`src/rtl/sync_pulse_tx.sv`:
```
// sync_pulse_tx: turns single-cycle bclk events into four-phase req/ack handshakes toward another clock domain, queuing events that arrive while a handshake is in flight.
// Ports: bclk, rst (async, active-high), pulse_in, ack_in (async level) -> req_out, busy, pending[CNT_W], overflow, done_pulse, timeout_err.
// Define SYNC_PULSE_TX_TIMEOUT_EN to abort a REQ phase that sees no ack for TIMEOUT_CYC cycles.
module sync_pulse_tx #(
  parameter int CNT_W       = 4,
  parameter int SYNC_STAGES = 2,
  parameter int TIMEOUT_CYC = 64
) (
  input  logic             bclk,
  input  logic             rst,
  input  logic             pulse_in,
  input  logic             ack_in,
  output logic             req_out,
  output logic             busy,
  output logic [CNT_W-1:0] pending,
  output logic             overflow,
  output logic             done_pulse,
  output logic             timeout_err
);
  typedef enum logic [1:0] {IDLE, REQ, ACK_HI} state_t;
  state_t state_q, state_d;
  logic [SYNC_STAGES-1:0] sync_q, sync_d;
  logic [CNT_W-1:0] pend_q, pend_d;
  logic req_q, req_d, busy_q, busy_d, done_q, done_d, ovf_q, ovf_d;
  logic ack_s, start, inc, full, tmo_hit, aborted;
  assign ack_s = sync_q[SYNC_STAGES-1];
  always_comb begin
    sync_d = {sync_q[SYNC_STAGES-2:0], ack_in};
    start = state_q == IDLE && (pulse_in || pend_q != '0);
    // a start takes pulse_in first, so only an unconsumed pulse adds to the backlog
    inc = pulse_in && !start;
    full = &pend_q;
    pend_d = inc ? (full ? pend_q : pend_q + CNT_W'(1))
           : (start && !pulse_in) ? pend_q - CNT_W'(1) : pend_q;
    ovf_d = ovf_q || (inc && full);
    state_d = state_q == IDLE ? (start ? REQ : IDLE)
            : state_q == REQ ? ((ack_s || tmo_hit) ? ACK_HI : REQ)
            : (ack_s ? ACK_HI : IDLE);
    req_d = state_d == REQ;
    busy_d = state_d != IDLE;
    done_d = state_q == ACK_HI && !ack_s && !aborted;
  end
  always_ff @(posedge bclk or posedge rst) begin
    if (rst) begin
      state_q <= IDLE;
      sync_q <= '0;
      pend_q <= '0;
      req_q <= 1'b0;
      busy_q <= 1'b0;
      done_q <= 1'b0;
      ovf_q <= 1'b0;
    end else begin
      state_q <= state_d;
      sync_q <= sync_d;
      pend_q <= pend_d;
      req_q <= req_d;
      busy_q <= busy_d;
      done_q <= done_d;
      ovf_q <= ovf_d;
    end
  end
`ifdef SYNC_PULSE_TX_TIMEOUT_EN
  localparam int TO_W = $clog2(TIMEOUT_CYC + 1);
  logic [TO_W-1:0] tmo_q, tmo_d;
  logic abort_q, abort_d, err_q, err_d;
  always_comb begin
    // tmo_d is the number of REQ cycles including this one
    tmo_d = state_q == REQ ? tmo_q + TO_W'(1) : '0;
    tmo_hit = state_q == REQ && !ack_s && tmo_d == TO_W'(TIMEOUT_CYC);
    // an aborted handshake still drains through ACK_HI but must not report completion
    abort_d = tmo_hit || (abort_q && state_q == ACK_HI && ack_s);
    err_d = err_q || tmo_hit;
  end
  always_ff @(posedge bclk or posedge rst) begin
    if (rst) begin
      tmo_q <= '0;
      abort_q <= 1'b0;
      err_q <= 1'b0;
    end else begin
      tmo_q <= tmo_d;
      abort_q <= abort_d;
      err_q <= err_d;
    end
  end
  assign aborted = abort_q;
  assign timeout_err = err_q;
`else
  assign tmo_hit = 1'b0;
  assign aborted = 1'b0;
  assign timeout_err = 1'b0;
`endif
  assign req_out = req_q;
  assign busy = busy_q;
  assign pending = pend_q;
  assign overflow = ovf_q;
  assign done_pulse = done_q;
endmodule
```
`config.mk`:
```
export PLATFORM = sky130hd
export DESIGN_NAME = sync_pulse_tx
export DESIGN_NICKNAME = d
export VERILOG_FILES = /design/src/rtl/sync_pulse_tx.sv
export SDC_FILE = /design/constraint.sdc
export NUM_CORES = 1
export LEC_CHECK = 0
export BUFFER_PORTS_ARGS = -buffer_cell sky130_fd_sc_hd__clkbuf_2
export CAP_MARGIN = 20
export CORE_AREA = 2 2 67 43
export CTS_CLUSTER_SIZE = 10
export DETAILED_ROUTE_END_ITERATION = 16
export DIE_AREA = 0 0 69 45
export SKIP_CTS_REPAIR_TIMING = 1
export SYNTH_ARGS = -nofsm -noshare
export SYNTH_HDL_FRONTEND = slang
export SYNTH_SLANG_ARGS = --single-unit
```
`constraint.sdc`:
```
create_clock -name bclk -period 2 [get_ports bclk]
set_clock_uncertainty 0.2 [all_clocks]
set_input_delay 0.4 -clock bclk [delete_from_list [all_inputs] [get_ports bclk]]
set_output_delay 0.4 -clock bclk [all_outputs]
set_load 0.05 [all_outputs]
```
==> impl_metrics.yaml <==
sta:
  maxSlewViolCount: 0
  hold_violations: 0
  setup_viol: 0
  rsz0062_at_grt: "yes"
  whs_ns: 0.0724
  max_freq_mhz: 510
  layout_min_cycle_time_ns: 1.96
  period_share: 0.980
layout:
  layout.cells.most_common_list: "dfrtp_1, clkbuf_2, buf_4"
  finalNetCount: 77
  final_common_cell: "dfrtp_1"
  area_growth_pct: 39.3
  layout-drive-gt1-share: 0.529
  utilization: 0.340
  diodes: 0
routing:
  routed_wirelength_mm: 1.12
  ant_nets: 0
  via_count: 436
  first_pass_iters: 4
  drt_iter0_markers: 1
  viasPerCell: 4.36
  drc: 0
  wire_per_inst_um: 11.2
floorplanning:
  start_util: 0.244
  die-area_sq_um: 3110
  die_h_um: 45
  ioPinCount: 13
  row_count: 14
  die_x_um: 69
  core_sq_um: 2450
pwr:
  power_frac_comb: 0.523
  internal_power_w: 0.000743
  seq_power_share: 0.321
  power.share.clock: 0.156
  swShare: 0.442
  switching_power_w: 0.000590
  ir_drop_uv: 649
  power_density_nw_per_um2: 1600
  leakage_nw: 0.358
cts:
  cts_inserted_buffers: 3
  clock-sinks: 12
  htreeDepth: 1
  cts_tree: "yes"
  insertion_delay_ns: 0.23
  ctsLongestPathBuffers: 2
  path_clk_slew_ns: 0.05
  cts_root_buf: "clkbuf_8"
worst_hold_path:
  worstHoldStart: "ack_in"
  whs_path_depth: 1
  hold-path-endpoint: "sync_q[0]"
  hold_class: "in -> reg"
setup_path:
  r2r_end: "pending[3]"
  reg2reg_setup_slack_ns: 0.04
  start_kind: "flip-flop"
  arrival_ns: 1.87
  rr_worst_depth: 7
  worstPathMaxFanout: 4
  r2r-start: "state_q[1]"
  endpoint_kind: "flip-flop"
  critPathRequiredTime_ns: 1.91
  criticalPathCategory: "reg -> reg"
yosys:
  synth_cell_types: 29
  syn_area_sq_um: 598
  synth-simple-area-share: 0.157
  synth_nets: 54
  synthMuxAreaShare: 0.0753
  synthCells: 47
  synth-adder-area-share: 0.0753
  synth_area_per_cell_sq_um: 12.7
  yosys_warnings: 0
  ys_seq_elements: 12
  synth-xor-area-share: 0.0293
  synth_compound_area_frac: 0.111
  ys_seq_area_frac: 0.502
  synth_top_family_by_area: "simple AND/OR/NAND/NOR gates"
place:
  port_buffers: 11
  place.gp.congestion: 0.749
  hpwl_um: 882
grt:
  overflow: 0
  grt_pass1_wl_mm: 1.93
  first_global_vias: 402
  grt_max_degree: 13
  antenna_found_initial: 0
  grtUsageTotal: 0.0853
outcome:
  status: "completed"
run:
  maxCapViolCount: 0
Yosys cell counts:
master,number,area share
dfrtp_1,12,0.50
nand2_1,3,0.019
a21oi_1,2,0.017
a221oi_1,2,0.029
ha_1,2,0.042
nor2_1,2,0.013
xnor2_1,2,0.029
a21o_1,1,0.013
a31oi_1,1,0.010
and2_2,1,0.013
and2_4,1,0.015
buf_4,1,0.013
buf_6,1,0.019
conb_1,1,0.0063
fa_1,1,0.033
inv_1,1,0.0063
inv_2,1,0.0063
mux2_1,1,0.019
mux2_2,1,0.019
mux4_2,1,0.038
nand4_1,1,0.010
nor3_2,1,0.017
nor3b_1,1,0.013
nor4_4,1,0.036
o21bai_1,1,0.013
o31ai_1,1,0.013
o32a_1,1,0.017
or2_1,1,0.010
or3_2,1,0.013
cells by family after synthesis:
family / after synthesis
muxes: 3
AOI/OAI and AO/OA: 9
adders and majority gates: 3
buffers and inverters: 4
DFF: 12
and+or+nand+nor: 13
xor gates and xnor gates: 2
other: 1
power groups by stage:
stage               Clock [W]  Combinational, W  Sequential (W)
global placement            0          0.000662        0.000435
CTS                  0.000219          0.000675        0.000433
finish               0.000208          0.000696        0.000428
detailed placement          0          0.000672        0.000437
floorplan                   0          0.000324        0.000623
global route         0.000235          0.000740        0.000446
worst max-delay path by stage:
stage / from / end / slack [ns] / depth (start not counted)
after global placement: state_q[0] / pending[3] / 0.03 / 7
final: state_q[1] / pending[3] / 0.04 / 7
after floorplan: state_q[0] / pending[3] / -0.08 / 8
after global routing: state_q[1] / pending[3] / -0.04 / 7
after CTS: state_q[0] / pending[3] / -0.005 / 7
after detailed placement: state_q[0] / pending[3] / 0.006 / 7
layer usage:
layer | track usage | routed length (um) | up-vias
met1 | 0.114 | 579 | 214
met2 | 0.117 | 475 | 10
li1 | - | - | 212
met3 | 0.0491 | 61 | 0
met5 | 0 | 0 | -
met4 | 0.0235 | 0 | 0
state kept, by name (all words and copies together), names as in the netlist:
name,count
done_pulse,1
req_out,1
sync_q,2
overflow,1
state_q,2
pending,4
busy,1
per-stage QoR:
step | std cells | setup TNS [ns] | worst slack [ns] | area, sq um | total power [W]
after CTS | 97 | -0.00471 | -0.00471 | 802 | 0.00133
final | 100 | 0 | 0.0395 | 833 | 0.00133
after global placement | 94 | 0 | 0.0321 | 761 | 0.00110
after floorplan | 47 | -0.0840 | -0.0808 | 639 | 0.000946
after global routing | 100 | -0.0385 | -0.0385 | 833 | 0.00142
after detailed placement | 94 | 0 | 0.00581 | 761 | 0.00111
area by class of cell:
class                   instances  area (sq um)
inverters                       2          12.5
fillers                       248          1620
well taps                      32          40.0
clock buffers                   3          41.3
repair buffers                 20           125
multi-input cells              31           314
flip-flops and latches         12           300
worst max-delay path, cell delays in order (launching register included):
cell     delay (ns)
dfrtp_1        0.37
or2_1          0.24
and2_4         0.18
inv_6          0.07
ha_4           0.19
a21o_1         0.16
a21oi_2        0.13
mux4_2         0.29
(Power assumes the default switching activity.)
